File: src/rtl/calc_pkg.sv
// Shared key codes, FSM state type and default digit limit for the calculator operand entry block.
package calc_pkg;

  localparam int CALC_MAX_DIGITS = 3;

  localparam logic [3:0] KEY_PLUS  = 4'hA;
  localparam logic [3:0] KEY_MINUS = 4'hB;
  localparam logic [3:0] KEY_EQ    = 4'hC;
  localparam logic [3:0] KEY_CLR   = 4'hD;

  typedef enum logic [1:0] {
    ENTER_A = 2'd0,
    ENTER_B = 2'd1,
    DONE    = 2'd2
  } calc_state_e;

endpackage

File: src/rtl/calc_digit_accum.sv
// Decimal digit accumulator: proposes acc*10+digit and says whether it may be taken
// (digit budget not exhausted and the result still fits in 8 bits).
module calc_digit_accum #(
  parameter int CNT_W      = 2,
  parameter int MAX_DIGITS = 3
) (
  input  logic [7:0]       acc_i,
  input  logic [CNT_W-1:0] count_i,
  input  logic [3:0]       digit_i,
  output logic [7:0]       acc_o,
  output logic             accept_o
);

  // 12 bits holds the worst case 255*10+9 without wrapping.
  logic [11:0] new_val;

  assign new_val  = 12'(acc_i) * 12'd10 + 12'(digit_i);
  assign acc_o    = new_val[7:0];
  assign accept_o = (count_i < CNT_W'(MAX_DIGITS)) && (new_val <= 12'd255);

endmodule

File: src/rtl/calc_operand_entry.sv
// Keypad operand sequencer in front of the 8-bit adder/subtractor; DONE feeds the adder
// result back as operand A so operations can be chained.
//
// state   | meaning
// ENTER_A | collecting digits of operand A
// ENTER_B | operator captured, collecting digits of operand B
// DONE    | operands held, adder result valid and displayed
module calc_operand_entry
  import calc_pkg::*;
#(
  parameter int MAX_DIGITS = CALC_MAX_DIGITS
) (
  input  logic       clk,
  input  logic       rst_n,
  input  logic       key_valid,
  input  logic [3:0] key_code,
  input  logic [7:0] result_in,
  output logic [7:0] op_a,
  output logic [7:0] op_b,
  output logic       m,
  output logic       result_valid,
  output logic       calc_start,
  output logic [7:0] display_val,
  output logic       key_reject
);

  localparam int CNT_W = $clog2(MAX_DIGITS + 1);

  calc_state_e      state_q, state_d;
  logic [7:0]       a_q, a_d, b_q, b_d;
  logic [CNT_W-1:0] a_cnt_q, a_cnt_d, b_cnt_q, b_cnt_d;
  logic             m_q, m_d, start_q, start_d, reject_q, reject_d;

  logic [7:0]       acc_sel, acc_nxt;
  logic [CNT_W-1:0] cnt_sel;
  logic             accept;
  logic             is_digit, is_op, op_sub;

  assign is_digit = (key_code <= 4'd9);
  assign is_op    = (key_code == KEY_PLUS) || (key_code == KEY_MINUS);
  assign op_sub   = (key_code == KEY_MINUS);

  // One accumulator shared by both operands; only the entry state's operand is fed in.
  assign acc_sel = (state_q == ENTER_B) ? b_q : a_q;
  assign cnt_sel = (state_q == ENTER_B) ? b_cnt_q : a_cnt_q;

  calc_digit_accum #(
    .CNT_W      (CNT_W),
    .MAX_DIGITS (MAX_DIGITS)
  ) u_accum (
    .acc_i    (acc_sel),
    .count_i  (cnt_sel),
    .digit_i  (key_code),
    .acc_o    (acc_nxt),
    .accept_o (accept)
  );

  always_ff @(posedge clk or negedge rst_n) begin
    if (!rst_n) begin
      state_q  <= ENTER_A;
      a_q      <= '0;
      b_q      <= '0;
      a_cnt_q  <= '0;
      b_cnt_q  <= '0;
      m_q      <= 1'b0;
      start_q  <= 1'b0;
      reject_q <= 1'b0;
    end else begin
      state_q  <= state_d;
      a_q      <= a_d;
      b_q      <= b_d;
      a_cnt_q  <= a_cnt_d;
      b_cnt_q  <= b_cnt_d;
      m_q      <= m_d;
      start_q  <= start_d;
      reject_q <= reject_d;
    end
  end

  always_comb begin
    state_d  = state_q;
    a_d      = a_q;
    b_d      = b_q;
    a_cnt_d  = a_cnt_q;
    b_cnt_d  = b_cnt_q;
    m_d      = m_q;
    start_d  = 1'b0;
    reject_d = 1'b0;

    if (key_valid) begin
      case (state_q)
        ENTER_A: begin
          if (is_digit) begin
            if (accept) begin
              a_d     = acc_nxt;
              a_cnt_d = a_cnt_q + CNT_W'(1);
            end else begin
              reject_d = 1'b1;
            end
          end else if (is_op) begin
            m_d     = op_sub;
            b_d     = '0;
            b_cnt_d = '0;
            state_d = ENTER_B;
          end else if (key_code == KEY_EQ) begin
            reject_d = 1'b1;
          end else if (key_code == KEY_CLR) begin
            a_d     = '0;
            a_cnt_d = '0;
            m_d     = 1'b0;
          end
        end

        ENTER_B: begin
          if (is_digit) begin
            if (accept) begin
              b_d     = acc_nxt;
              b_cnt_d = b_cnt_q + CNT_W'(1);
            end else begin
              reject_d = 1'b1;
            end
          end else if (is_op) begin
            if (b_cnt_q == '0) m_d = op_sub;
            else reject_d = 1'b1;
          end else if (key_code == KEY_EQ) begin
            start_d = 1'b1;
            state_d = DONE;
          end else if (key_code == KEY_CLR) begin
            a_d     = '0;
            b_d     = '0;
            a_cnt_d = '0;
            b_cnt_d = '0;
            m_d     = 1'b0;
            state_d = ENTER_A;
          end
        end

        DONE: begin
          if (is_digit) begin
            a_d     = {4'b0000, key_code};
            a_cnt_d = CNT_W'(1);
            b_d     = '0;
            b_cnt_d = '0;
            m_d     = 1'b0;
            state_d = ENTER_A;
          end else if (is_op) begin
            // Chained operand is already "full", so stray digits cannot extend it.
            a_d     = result_in;
            a_cnt_d = CNT_W'(MAX_DIGITS);
            b_d     = '0;
            b_cnt_d = '0;
            m_d     = op_sub;
            state_d = ENTER_B;
          end else if (key_code == KEY_EQ) begin
            reject_d = 1'b1;
          end else if (key_code == KEY_CLR) begin
            a_d     = '0;
            b_d     = '0;
            a_cnt_d = '0;
            b_cnt_d = '0;
            m_d     = 1'b0;
            state_d = ENTER_A;
          end
        end

        default: state_d = ENTER_A;
      endcase
    end
  end

  always_comb begin
    case (state_q)
      ENTER_B: display_val = b_q;
      DONE:    display_val = result_in;
      default: display_val = a_q;
    endcase
  end

  assign op_a         = a_q;
  assign op_b         = b_q;
  assign m            = m_q;
  assign result_valid = (state_q == DONE);
  assign calc_start   = start_q;
  assign key_reject   = reject_q;

endmodule
File: config.mk
export PLATFORM = sky130hd
export DESIGN_NAME = calc_operand_entry
export DESIGN_NICKNAME = d
export VERILOG_FILES = /design/src/rtl/calc_pkg.sv /design/src/rtl/calc_digit_accum.sv /design/src/rtl/calc_operand_entry.sv
export SDC_FILE = /design/constraint.sdc
export NUM_CORES = 1
export LEC_CHECK = 0
export CAP_MARGIN = 5
export CORE_UTILIZATION = 48
export DETAILED_ROUTE_END_ITERATION = 10
export HOLD_SLACK_MARGIN = 0.02
export PLACE_DENSITY = 0.73
export SYNTH_ARGS = -nofsm -noshare
export SYNTH_HDL_FRONTEND = slang
export SYNTH_SLANG_ARGS = --single-unit
File: constraint.sdc
create_clock -name clk -period 12 [get_ports clk]
set_clock_uncertainty 0.2 [all_clocks]
set_input_delay 1.8 -clock clk [delete_from_list [all_inputs] [get_ports clk]]
set_output_delay 1.8 -clock clk [all_outputs]
set_load 0.03 [all_outputs]
# Word-level counts from Yosys, hierarchy flattened
# Cells that the tools add are included.
# op_classes
addsub	3
multipliers	1
n_lt_le_gt_ge	3
n_eq_ne	15
mux	71
reduce_logical	9
# ops
operator	count
$mux W8	17
$mux W2	27
$pmux W8 S3	2
$mux W1	19
$pmux W2 S3	3
$eq A4 B4 Y1 const B	4
$pmux W8 S2	1
$add A12 B4 Y12	1
$le A12 B8 Y1 const B	1
$reduce_and A6 Y1	2
$mul A8 B3 Y11 const B	1
$ne A3 B3 Y1 const B	3
$ne A2 B2 Y1 const B	4
$pmux W1 S3	2
$reduce_and A5 Y1	1
$add A2 B1 Y2 const B	2
$le A4 B4 Y1 const B	1
$logic_not A2 Y1	2
$ne A4 B4 Y1 const B	1
$reduce_and A4 Y1	1
$ne A3 B2 Y1 const B	1
$reduce_bool A3 Y1	1
$eq A2 B1 Y1 const B	1
$eq A2 B2 Y1 const B	1
3 further kinds	3
# totals
ff_bits	25
in_bits	15
output_inout_bits	28
elab_cells	110

# Longest topological paths before layout
# logic_depth
depth_word	10
mapped_depth	22

# Hierarchy
# A second synthesis with hierarchy kept.
# unflattened
cells_unflattened	300
area_unflattened_um2	2551.2
# modules_own_cells
module	n_inst	cells_each	area_per_inst_um2	seq_area_each_um2
calc_operand_entry	1	245	2068.2	625.6
calc_digit_accum	1	55	483.0	0.0

# Worst setup path after synthesis
# No wires, ideal clock.
# synth_timing
path_type	flip-flop to flip-flop
startpoint	reg state_q[1]
endpoint	reg a_q[6], in the netlist op_a[6]
setup_ns	0.122
arrival_ns	4.322
required_ns	11.678
slack_ns	7.356
path_stages_with_launch	20
period_less_slack_ns	4.644
path_cell_list	dfrtp_1 -> inv_1 -> ha_1 -> clkbuf_1 -> buf_1 -> clkbuf_1 -> mux2_2 -> ha_1 -> ha_1 -> inv_1 -> fa_1 -> nor3_2 -> and3_4 -> a311oi_2 -> a311oi_1 -> o211a_1 -> buf_6 -> buf_6 -> o211ai_1 -> a32o_1
# synth_via
elab_chain_cells	8
# synth_rtl
element	line	text
start: declaration	calc_operand_entry.sv:29	calc_state_e state_q, state_d;
start signal: assignment	calc_operand_entry.sv:69	state_q <= state_d;
$eq A2 B1 Y1	calc_operand_entry.sv:44, calc_operand_entry.sv:45, calc_operand_entry.sv:91	
$mux W8	calc_operand_entry.sv:44	assign acc_sel = (state_q == ENTER_B) ? b_q : a_q;
$mul A8 B3 Y11	calc_digit_accum.sv:17	assign new_val = 12'(acc_i) * 12'd10 + 12'(digit_i);
$add A12 B4 Y12	calc_digit_accum.sv:17	
$le A12 B8 Y1	calc_digit_accum.sv:19	assign accept_o = (count_i < CNT_W'(MAX_DIGITS)) && (new_val <= 12'd255);
$logic_and A1 B1 Y1	calc_digit_accum.sv:19	
$ne A3 B3 Y1 (no source line)	n/a	
$reduce_and A4 Y1 (no source line)	n/a	
end signal: assignment	calc_operand_entry.sv:61	a_q <= '0;
end signal: assignment	calc_operand_entry.sv:70	a_q <= a_d;
end: declaration	calc_operand_entry.sv:30	logic [7:0] a_q, a_d, b_q, b_d;
# Several ways; a longest one is shown, not always the timed one. The select of a mux whose other input is x is not followed.
# A chain may end at the register's enable or synchronous reset.

# Worst setup path in the final report
# layout_timing
startpoint	in key_code[2]
endpoint	reg a_cnt_q[1]
# layout_via
elab_chain_cells	6
# layout_rtl
element	line	text
start: declaration	calc_operand_entry.sv:16	input logic [3:0] key_code,
parallel branches: the longest is 6 deep, another holds $add A12 B4 Y12	n/a	
end signal: assignment	calc_operand_entry.sv:72	a_cnt_q <= a_cnt_d;
end: declaration	calc_operand_entry.sv:31	logic [CNT_W-1:0] a_cnt_q, a_cnt_d, b_cnt_q, b_cnt_d;
# Several ways; the timed one is not identified. The select of a mux whose other input is x is not followed.

==> results_dict.tcl <==
set metrics [dict create \
    synth_area_sq_um 2650 \
    yosysTopAreaCell "dfrtp_1" \
    synth_edf_count 0 \
    crit_required_ns 12.00 \
    end_kind "flop" \
    synthTopCellsByCount "nand2_1 (35), a21oi_1 (29), dfrtp_1 (25)" \
    grtUsageTotal 0.274 \
    holdBufCountCts 0 \
    drc 0 \
    critPathLaunchType "input pin" \
    path_class "input pin to flop" \
    grt-ovfl-total 0 \
    grt_pass1_vias 2580 \
    async_reset_ff_frac 1.00 \
    instances_no_fill 429 \
    placementRows 26 \
    grt_max_degree 32 \
    gp_congestion 0.898 \
    h-tree-depth 1 \
    multi_input_area_sq_um 1830 \
    postCtsSetupBuffers 0 \
    cts_buffer_depth 2 \
    crit_path_cell_trace "clkdlybuf4s50_1 > inv_1 > fa_1 > and2b_1 > o21ai_1 > nor3_2 > and3_4 > a311oi_2 > a311oi_1 > o211a_1 > o21a_1 > mux2i_1" \
    fin_crit_ns 5.65 \
    slowest_stage "clkdlybuf4s50_1" \
    yosysTopAreaCellShare 0.236 \
    crit_path_max_incr_delay_ns 0.76 \
    min_period_over_period 0.471 \
    grt_setup_unrepaired "false" \
    ctsResizeCount 0 \
    drt-total-wl_microns 7690 \
    arrival_ns 5.66 \
    numPortBuffers 42 \
    worst_slew_pin_slew_ns 0.930 \
    firstDrtPassIters 4 \
    path_clk_slew_ns 0.09 \
    numCtsBuffers 3 \
    synth.net_count 367 \
    fmax_ghz 0.177 \
    ys.flop_type "dfrtp_1" \
    dpl.hpwl_microns 5690 \
    n_fill_cell 496 \
    synth_area_per_cell_sq_um 8.02 \
    ys_types 65 \
    cap_violations 0 \
    grt_pass1_wl_microns 12800 \
    antenna_found_initial 0 \
    ant_nets 0 \
    viasPerCell 6.18 \
    seqCellArea_sq_um 626 \
    synth-seq-cells 25 \
    drt_iter0_markers 375 \
    start_util 0.508 \
    dp_cells 425 \
    relSlewSlack 0.380 \
    setup_tns_ns 0 \
    final_nets 397 \
    path_max_fanout 20 \
    synth-seq-area-share 0.236 \
    finalSetupViolCount 0 \
    synthCells 330 \
    drive_gt1_frac 0.0641 \
    insertion_delay_ns 0.27 \
    die-area_sq_um 5810 \
    die_w_microns 76.3 \
    ioPinCount 43 \
    n_antenna_cell 0 \
    area_growth_pct 18.4 \
    die_h_microns 76.3 \
    maxSlewViolCount 0 \
    fp.coreArea_sq_um 5200 \
    cts.sinks 25 \
    synth.most_common_cell "nand2_1" \
    cts_tree "yes" \
    status "completed" \
    r2r_slack_ns 6.74 \
    hold_viol_final 0 \
    synth_area_leaders "dfrtp_1 (24%), ha_1 (9.5%), a21oi_1 (5.5%)" \
    wire_per_inst_microns 17.9 \
    vias 2653 \
    holdCritPathClass "flop to flop" \
    ys_warn_count 0 \
    root_buffer "clkbuf_8" \
]
## per-layer routing
metal | up-vias | global-route usage | wire length [microns]
li1 | 1271 | - | -
met1 | 1268 | 0.366 | 3440
met2 | 104 | 0.462 | 3620
met3 | 10 | 0.0455 | 515
met4 | 0 | 0.0615 | 121
met5 | - | 0 | 0
## layout by cell type, fill, tap and decap left out, drive strengths merged, types with 6 or more instances in the layout
master / instances
clkdlybuf4s50: 42
nand2: 36
a21oi: 30
dfrtp: 25
inv: 24
nor2: 22
o21ai: 22
ha: 20
o211ai: 10
nand3: 9
a22oi: 7
mux2i: 7
and3: 7
a22o: 6
o2bb2ai: 6
xor2: 6
## final cells by class
cell class | instances | area share
timing repair buffer | 46 | 0.144
multi-input combinational | 260 | 0.585
inverter | 24 | 0.0287
clock inverter | 1 | 0.00160
sequential | 25 | 0.200
tap | 70 | 0.0279
clock buffer | 3 | 0.0132
## final timing paths
path / start / endpoint / cells past startpoint
max: key_code[2] / a_cnt_q[1]$_DFFE_PN0P_ / 12
min: m$_DFFE_PN0P_ / m$_DFFE_PN0P_ / 2
min reg2reg: m$_DFFE_PN0P_ / m$_DFFE_PN0P_ / 2
min in group asynchronous: rst_n / op_a[1]$_DFFE_PN0P_ / 2
max in group asynchronous: rst_n / b_cnt_q[0]$_DFFE_PN0P_ / 2
max reg2reg: state_q[1]$_DFFE_PN0P_ / a_cnt_q[1]$_DFFE_PN0P_ / 17
## registers in the layout, summed over array words and instances, names as in the netlist
| register | cells |
|---|---|
| m | 1 |
| calc_start | 1 |
| a_cnt_q | 2 |
| op_a | 8 |
| b_cnt_q | 2 |
| key_reject | 1 |
| op_b | 8 |
| state_q | 2 |
## cell families after synthesis
group,after synthesis,share of synthesized area
adders and majority gates,22,0.110
and+or+nand+nor,98,0.181
AOI/OAI and AO/OA,118,0.312
xor gates and xnor gates,12,0.0506
buffers and inverters,45,0.0704
DFF,25,0.236
muxes,10,0.0407
## metrics by stage
step           worst slack (ns)  cell area (sq um)  hold slack, ns   util
2_1_floorplan              7.36               2650           0.296      -
3_3_place_gp               6.17               3090           0.290  0.593
3_5_place_dp               6.11               3090           0.330  0.593
4_1_cts                    6.38               3130           0.350  0.602
5_1_grt                    6.05               3130           0.390  0.602
6_report                   6.35               3130           0.334  0.602
## worst max-delay path, delay by kind of cell
family	cells	cell delay [ns]
AND/OR/NAND/NOR	3	0.76
buffers and inverters	2	0.92
adder cells (fa/ha/maj)	1	0.44
AO/OA/AOI/OAI	5	1.51
multiplexers	1	0.22
Power is not shown: default switching activity piles up to over one toggle a cycle in this logic, so the estimate is an artifact.
